[src/rtl/data_cache.sv]
// Direct-mapped write-back, write-allocate data cache: 8 lines x 4 bytes, 3-bit tags.
// Hits complete with no stall; misses write back a dirty victim, then fetch the block.
module data_cache (
    input  logic        CLK,
    input  logic        RESET,
    input  logic        READ,
    input  logic        WRITE,
    input  logic [7:0]  ADDRESS,
    input  logic [7:0]  WRITEDATA,
    output logic [7:0]  READDATA,
    output logic        BUSYWAIT,
    output logic        mem_read,
    output logic        mem_write,
    output logic [5:0]  mem_address,
    output logic [31:0] mem_writedata,
    input  logic [31:0] mem_readdata,
    input  logic        mem_busywait
);

    localparam int unsigned LINES     = 8;
    localparam int unsigned LINE_BITS = 32;
    localparam int unsigned TAG_W     = 3;
    localparam int unsigned IDX_W     = 3;
    localparam int unsigned OFF_W     = 2;
    localparam int unsigned BYTE_W    = 8;
    localparam int unsigned MADDR_W   = TAG_W + IDX_W;

    typedef enum logic [1:0] {
        IDLE      = 2'd0,
        WRITEBACK = 2'd1,
        FETCH     = 2'd2
    } state_e;

    state_e                 state_q, state_d;
    logic [LINE_BITS-1:0]   data_q [LINES];
    logic [LINE_BITS-1:0]   data_d [LINES];
    logic [TAG_W-1:0]       tag_q  [LINES];
    logic [TAG_W-1:0]       tag_d  [LINES];
    logic [LINES-1:0]       valid_q, valid_d;
    logic [LINES-1:0]       dirty_q, dirty_d;
    logic                   mem_read_q, mem_read_d;
    logic                   mem_write_q, mem_write_d;
    logic [MADDR_W-1:0]     mem_address_q, mem_address_d;
    logic [LINE_BITS-1:0]   mem_writedata_q, mem_writedata_d;

    logic [TAG_W-1:0]       addr_tag;
    logic [IDX_W-1:0]       addr_idx;
    logic [OFF_W-1:0]       addr_off;
    logic [4:0]             byte_lsb;
    logic                   req;
    logic                   hit;
    logic                   idle_hit;

    assign addr_tag = ADDRESS[7:5];
    assign addr_idx = ADDRESS[4:2];
    assign addr_off = ADDRESS[1:0];
    assign byte_lsb = {addr_off, 3'b000};
    assign req      = READ | WRITE;
    assign hit      = valid_q[addr_idx] && (tag_q[addr_idx] == addr_tag);
    assign idle_hit = (state_q == IDLE) && hit;

    // CPU-facing outputs are combinational so hits never stall; simultaneous READ/WRITE acts as WRITE.
    assign BUSYWAIT = req && !idle_hit;
    assign READDATA = (idle_hit && READ && !WRITE) ? data_q[addr_idx][byte_lsb +: BYTE_W]
                                                   : BYTE_W'(0);

    assign mem_read      = mem_read_q;
    assign mem_write     = mem_write_q;
    assign mem_address   = mem_address_q;
    assign mem_writedata = mem_writedata_q;

    // Next-state, array update and next memory-request values.
    always_comb begin
        state_d         = state_q;
        data_d          = data_q;
        tag_d           = tag_q;
        valid_d         = valid_q;
        dirty_d         = dirty_q;
        mem_read_d      = 1'b0;
        mem_write_d     = 1'b0;
        mem_address_d   = MADDR_W'(0);
        mem_writedata_d = LINE_BITS'(0);

        case (state_q)
            IDLE: begin
                if (req) begin
                    if (hit) begin
                        if (WRITE) begin
                            data_d[addr_idx][byte_lsb +: BYTE_W] = WRITEDATA;
                            dirty_d[addr_idx]                    = 1'b1;
                        end
                    end else if (valid_q[addr_idx] && dirty_q[addr_idx]) begin
                        state_d = WRITEBACK;
                    end else begin
                        state_d = FETCH;
                    end
                end
            end
            WRITEBACK: begin
                if (!mem_busywait) begin
                    state_d = FETCH;
                end
            end
            FETCH: begin
                if (!mem_busywait) begin
                    data_d[addr_idx]  = mem_readdata;
                    tag_d[addr_idx]   = addr_tag;
                    valid_d[addr_idx] = 1'b1;
                    dirty_d[addr_idx] = 1'b0;
                    state_d           = IDLE;
                end
            end
            default: state_d = IDLE;
        endcase

        // Memory request outputs follow the state being entered, so they register with it.
        case (state_d)
            WRITEBACK: begin
                mem_write_d     = 1'b1;
                mem_address_d   = {tag_q[addr_idx], addr_idx};
                mem_writedata_d = data_q[addr_idx];
            end
            FETCH: begin
                mem_read_d    = 1'b1;
                mem_address_d = {addr_tag, addr_idx};
            end
            default: ;
        endcase
    end

    always_ff @(posedge CLK or posedge RESET) begin
        if (RESET) begin
            state_q         <= IDLE;
            valid_q         <= LINES'(0);
            dirty_q         <= LINES'(0);
            mem_read_q      <= 1'b0;
            mem_write_q     <= 1'b0;
            mem_address_q   <= MADDR_W'(0);
            mem_writedata_q <= LINE_BITS'(0);
        end else begin
            state_q         <= state_d;
            valid_q         <= valid_d;
            dirty_q         <= dirty_d;
            mem_read_q      <= mem_read_d;
            mem_write_q     <= mem_write_d;
            mem_address_q   <= mem_address_d;
            mem_writedata_q <= mem_writedata_d;
        end
    end

    // Line data and tags are qualified by valid, so they need no reset.
    always_ff @(posedge CLK) begin
        data_q <= data_d;
        tag_q  <= tag_d;
    end

endmodule

[config.mk]
export PLATFORM = sky130hd
export DESIGN_NAME = data_cache
export DESIGN_NICKNAME = d
export VERILOG_FILES = /design/src/rtl/data_cache.sv
export SDC_FILE = /design/constraint.sdc
export NUM_CORES = 1
export LEC_CHECK = 0
export CORE_MARGIN = 8
export CORE_UTILIZATION = 54
export CTS_CLUSTER_DIAMETER = 120
export DETAILED_ROUTE_END_ITERATION = 16
export PLACE_DENSITY_LB_ADDON = 0.3
export SLEW_MARGIN = 10
export SYNTH_ARGS = -nofsm -noshare
export SYNTH_HDL_FRONTEND = slang
export SYNTH_SLANG_ARGS = --single-unit
[constraint.sdc]
create_clock -name CLK -period 2.85 [get_ports CLK]
set_input_delay 0.57 -clock CLK [delete_from_list [all_inputs] [get_ports CLK]]
set_output_delay 0.57 -clock CLK [all_outputs]
set_load 0.02 [all_outputs]
* Word level (Yosys, flattened, before mapping)
Cells that the tools add are included.
** Storage, ports and cells
- Bits of input ports :: 53
- Output and inout bits :: 49
- Word-level logic and storage cells :: 103
- Register bits :: 338
** Cells by class
- Bitwise logic cells :: 7
- Shift-type cells :: 3
- Magnitude comparators :: 4
- Multiplexer cells :: 42
- Reduce and logical (&&, ||, !) cells :: 14
- Equality and inequality tests :: 9
- Add/sub/neg operators :: 1
** Operator list (number)
- $mux 256 :: 4
- $bwmux 256 :: 2
- $pmux 256 s2 :: 1
- $demux 32 s3 :: 2
- $mux 32 :: 5
- $bmux 32 s3 :: 1
- $mux 8 :: 5
- $shift 8x7->32 const A :: 1
- $shiftx 32x6->8 :: 1
- $shiftx 8x7->32 :: 1
- $bwmux 24 :: 1
- $or 8x8->8 :: 2
- $pmux 8 s2 :: 1
- $pmux 6 s2 :: 1
- $mux 2 :: 5
- $bmux 3 s3 :: 1
- $demux 3 s3 :: 1
- $mux 3 :: 3
- $and 8x8->8 :: 1
- $logic_and 1x1->1 :: 8
- $ne 2x2->1 const B :: 4
- $not 8->8 :: 1
- $neg 5->7 :: 1
- $bmux 1 s3 :: 2
- other kinds (18) :: 25

* Longest topological paths before layout
- Depth after elaboration :: 11
- Gate-level depth with buffers :: 13
- Gate-level depth less buffers :: 9

* Worst setup path before layout
Ideal clock, no wire load.
- Kind :: in2reg
- Start point :: input ADDRESS[2]
- End point :: register mem_writedata_q[0], in the netlist mem_writedata[0]
- Stages :: 13
- Data required time :: 2.718 ns
- Setup slack :: -0.380 ns
- Path buffers :: 5
- Arrival :: 3.098 ns
- Setup time :: 0.132 ns
- Path through :: buf_6 -> buf_6 -> buf_4 -> buf_4 -> mux2_2 -> a221oi_1 -> a21oi_1 -> o21ba_2 -> o31a_1 -> ha_1 -> inv_1 -> clkbuf_1 -> nor2_1
** On the way
- Longest elaborated chain between the ends :: 11
- Elaborated cells on any way between the ends :: 20
- Those cells by class :: eq/ne: 2; mux: 15; bitwise: 1; reduce/logical: 2
** Ends and longest elaborated chain
- start, declared :: line 8 : input logic [7:0] ADDRESS,
- $not 3->4 (not written as such) :: line 59, 121
- $bmux 3 s3 :: line 59 : assign hit = valid_q[addr_idx] && (tag_q[addr_idx] == addr_tag);
- $mux 3 (not written as such) (2 in a row) :: line 59
- $eq 3x3->1 :: line 59
- $logic_and 1x1->1 :: line 59
- $mux 2 :: line 87 : if (hit) begin
- $mux 2 :: line 86 : if (req) begin
- $pmux 2 s3 :: line 84 : case (state_q)
- $eq 2x1->1 :: line 117 : case (state_d)
- $mux 32 * :: line 117
- net mem_writedata_d[0] :: line 44 : logic [LINE_BITS-1:0] mem_writedata_q, mem_writedata_d;
- end signal, assigned :: line 147 : mem_writedata_q <= mem_writedata_d;
- end, declared :: line 44
Mark *: on every way through the listed nets, which the timed path passes. The rest lies on a longest branch. The select of a mux whose other input is x is not followed.
A chain may end at the register's enable or synchronous reset.

* Worst setup path after layout
- Start point :: input ADDRESS[2]
- End point :: output READDATA[1]
** On the way
- Longest elaborated chain between the ends :: 10
- Elaborated cells on any way between the ends :: 16
- Those cells by class :: eq/ne: 1; shift: 1; mux: 9; bitwise: 1; reduce/logical: 4
** Ends and longest elaborated chain
- branches (longest 9 deep; another with $bmux 32 s3)
- $mux 8 * :: line 64 : assign READDATA = (idle_hit && READ && !WRITE) ? data_q[addr_idx][byte_lsb +: BYTE_W]
- end, declared :: line 10 : output logic [7:0] READDATA,
Every way passes the cells marked *. The select of a mux whose other input is x is not followed.

==> flow_summary.json <==
{
  "dp_hpwl_mm": 43.22,
  "synth_edf_count": 280,
  "p_sw_uw": 3769,
  "utilization_pct": 73.17,
  "grt_pass1_vias": 14390,
  "max_stage_delay_ns": 0.34,
  "synth-seq-cells": 338,
  "ys.flop_type": "edfxtp_1",
  "critPathLaunch": "ADDRESS[2]",
  "final_nets": 1901,
  "fill_cells": 1976,
  "postCtsHoldBufs": 0,
  "syn_area_per_cell_sq_um": 10.90,
  "die_area_sq_um": 36450,
  "row_count": 64,
  "worst_pin_slew_ns": 1.100,
  "cp.buffers_inverters": 5,
  "ys_async_sr_fraction_pct": 17.16,
  "cts_tree": "yes",
  "synth_warnings": 0,
  "hold_slack_ns": 0.4083,
  "rsz0062_at_grt": "yes",
  "vias": 14980,
  "mostFrequentLayoutCell": "nand2_1",
  "crit_arrival_ns": 2.56,
  "dpl_worst_slack_ns": -0.9072,
  "reg2reg_slack_ns": -0.04,
  "internal_power_uw": 9694,
  "root_buffer": "clkbuf_16",
  "cp_top_family": "buffers and inverters",
  "switching_share_pct": 27.99,
  "clock_power_share_pct": 35.7,
  "core_sq_um": 30350,
  "drive_gt1_share_pct": 29.09,
  "grt_overflow": 0,
  "p_seq_share_pct": 42.9,
  "grt_max_degree": 36,
  "total_leakage_power_uw": 0.008156,
  "io_buffers": 101,
  "path_cells": "buf_16 -> buf_12 -> buf_4 -> mux2i_2 -> nor2_2 -> o31a_1 -> nor4b_4 -> buf_4 -> and2_4 -> o2111a_2 -> buf_6",
  "syn_to_final_growth_pct": 34.38,
  "viasPerCell": 6.632,
  "crit_cells": 11,
  "status": "finished with violations",
  "critPathCapture": "READDATA[1]",
  "power_density_nw_per_um2": 606.3,
  "ant_nets": 0,
  "pin_count": 102,
  "place.gp.congestion": 1.016,
  "fmax_mhz": 319.6,
  "drc_errors": 0,
  "start_util_pct": 54.45,
  "end_kind": "output pin",
  "hold_class": "in -> async",
  "r2r_end": "mem_writedata[8]",
  "track_usage_pct": 33.48,
  "cts_buffer_depth": 3,
  "worst_setup_path_start_kind": "input pin",
  "failed_checks": "negative setup slack",
  "ys_seq_area_share_pct": 59.67,
  "relSlewSlack_pct": 26.56,
  "setup_violations": 10,
  "crit_type": "in -> out",
  "first_pass_iters": 7,
  "synth_fp_nets": 1578,
  "num_antenna_cells": 0,
  "hold_violations": 0,
  "min_period_ns": 3.129,
  "reg2reg_from": "tag_q[2]",
  "r2r_cells": 15,
  "final_cell_mix": "nand2_1 (335), edfxtp_1 (280), buf_4 (255)",
  "cp_max_fo": 8,
  "cp_slowest_cell": "o31a_1",
  "htreeDepth": 2,
  "drv_cap": 0,
  "synth_cells": 1516,
  "yosysUniqueCellTypes": 65,
  "drt_iter0_drc": 2633,
  "path_common_cell": "buf_4",
  "clkSinkCount": 338,
  "final_max_slew_viol_count": 0,
  "wl_mm": 63.70,
  "grt_pass1_wl_mm": 91.27,
  "cp.required_ns": 2.28,
  "die_x_microns": 190.9,
  "die_y_microns": 190.9,
  "antenna_found_initial": 0,
  "cts_buffers": 36,
  "wl_per_cell_microns": 28.20,
  "vdd.ir_drop.worst_uv": 345.7,
  "fin_skew_ns": 0.01857,
  "clk_transition_reported_paths_ns": 0.07,
  "fin_ws_ns": -0.2787,
  "clk_latency_ns": 0.53,
  "p_comb_share_pct": 21.4,
  "period_share_pct": 109.8,
  "syn_area_sq_um": 16520
}
power groups by stage:
stage          logic, uW  registers, uW  clock network, uW
6_report            2880           5780               4800
5_1_grt             2980           5790               4990
4_1_cts             2570           5770               4790
3_5_place_dp        2380           5860                  0
3_3_place_gp        2330           5850                  0
2_1_floorplan       1160           5890                  0
synth_stat cells, types with 3 or more instances:
cell type / n / share of area (%)
nand2_1: 343 / 7.8
edfxtp_1: 280 / 51
o21ai_0: 228 / 6.9
nor2_1: 93 / 2.1
clkbuf_1: 58 / 1.3
dfrtp_1: 58 / 8.8
mux2i_1: 39 / 2.4
o22ai_1: 34 / 1.3
mux2_2: 27 / 1.8
clkbuf_2: 26 / 0.79
a32o_1: 24 / 1.5
o221ai_1: 22 / 1.2
a22o_1: 19 / 1.0
buf_2: 18 / 0.55
inv_1: 18 / 0.41
nand2b_1: 18 / 0.68
and2_1: 16 / 0.61
buf_1: 16 / 0.36
mux4_2: 14 / 1.9
a21oi_1: 13 / 0.39
a221oi_1: 12 / 0.64
nor3_1: 12 / 0.36
a31oi_1: 11 / 0.42
ha_1: 9 / 0.68
o22a_1: 9 / 0.48
a221o_1: 6 / 0.36
and3_1: 6 / 0.23
buf_4: 6 / 0.27
nor2b_1: 6 / 0.23
nor4_1: 6 / 0.23
a22oi_1: 5 / 0.23
nand3_1: 5 / 0.15
a2bb2oi_1: 4 / 0.21
o2111a_1: 4 / 0.27
o31ai_1: 4 / 0.18
a211oi_1: 3 / 0.14
clkinv_1: 3 / 0.068
o21a_1: 3 / 0.14
or2_2: 3 / 0.11
sequential cells by signal, summed over array words and instances (netlist names), named ones only:
register / flops
valid_q: 8
state_q: 2
mem_writedata: 32
data_q: 256
tag_q: 24
mem_read: 1
mem_write: 1
mem_address: 6
worst min path at each step:
| stage | from | endpoint | cells past startpoint |
|---|---|---|---|
| finish | RESET | mem_writedata[1] | 2 |
| global route | RESET | mem_writedata[7] | 2 |
| CTS | RESET | mem_writedata[7] | 2 |
| floorplan | valid_q[0] | valid_q[0] | 1 |
| detailed placement | valid_q[1] | valid_q[1] | 1 |
| global placement | valid_q[5] | valid_q[5] | 1 |
layer usage:
| layer | GRT usage [%] | wire length (microns) | vias up |
|---|---|---|---|
| met1 | 44.84 | 22790 | 7084 |
| met3 | 7.698 | 9111 | 289 |
| met4 | 17.42 | 3907 | 0 |
| li1 | - | - | 6232 |
| met2 | 50.44 | 27880 | 1376 |
| met5 | 0 | 0 | - |
logic make-up (layout without fill, tap and decap cells):
group                    count (synthesis)  in the layout  share of synthesized area, %
flip-flops                             338            338                         59.67
AND/OR/NAND/NOR                        519            520                         13.13
adder cells (fa/ha/maj)                  9              9                        0.6815
multiplexers                            80             80                         6.110
buffers and inverters                  147            493                         3.899
AO/OA/AOI/OAI                          423            423                         16.51
what timing repair did:
item                                   CTS  global route
endpoints found under the hold margin    0             0
gates cloned                             7             2
pin swaps                               28            28
gates resized for setup                149           100
buffers inserted                        30            14
setup endpoints to repair               39           410
worst reg2reg max path, delay by kind of cell, from the launching register on:
kind / cells / cell delay, ns
simple gates: 2 / 0.24
compound gates: 5 / 0.89
mux: 1 / 0.18
flops: 1 / 0.40
buf+inv: 6 / 0.87
fa+ha+maj: 1 / 0.21
area by class of cell:
type | count | area (sq um) | share of cell area, %
well taps | 396 | 495.5 | 2.231
multi-input cells | 1032 | 6685 | 30.11
clock buffers | 53 | 1077 | 4.852
inverters | 21 | 97.59 | 0.4395
clock inverters | 9 | 122.6 | 0.5522
flip-flops and latches | 338 | 9859 | 44.40
repair buffers | 410 | 3867 | 17.42
through the flow:
step	power [uW]	cells	TNS (ns)	area [sq um]
after floorplan	7049	1516	-30.07	16610
after global placement	8186	2147	-158.77	19670
after detailed placement	8239	2147	-185.87	19670
after CTS	13120	2246	-1.445	21720
after global routing	13770	2259	-4.145	22210
final	13460	2259	-1.945	22210
Note: power is estimated with default switching activity, not from simulation.
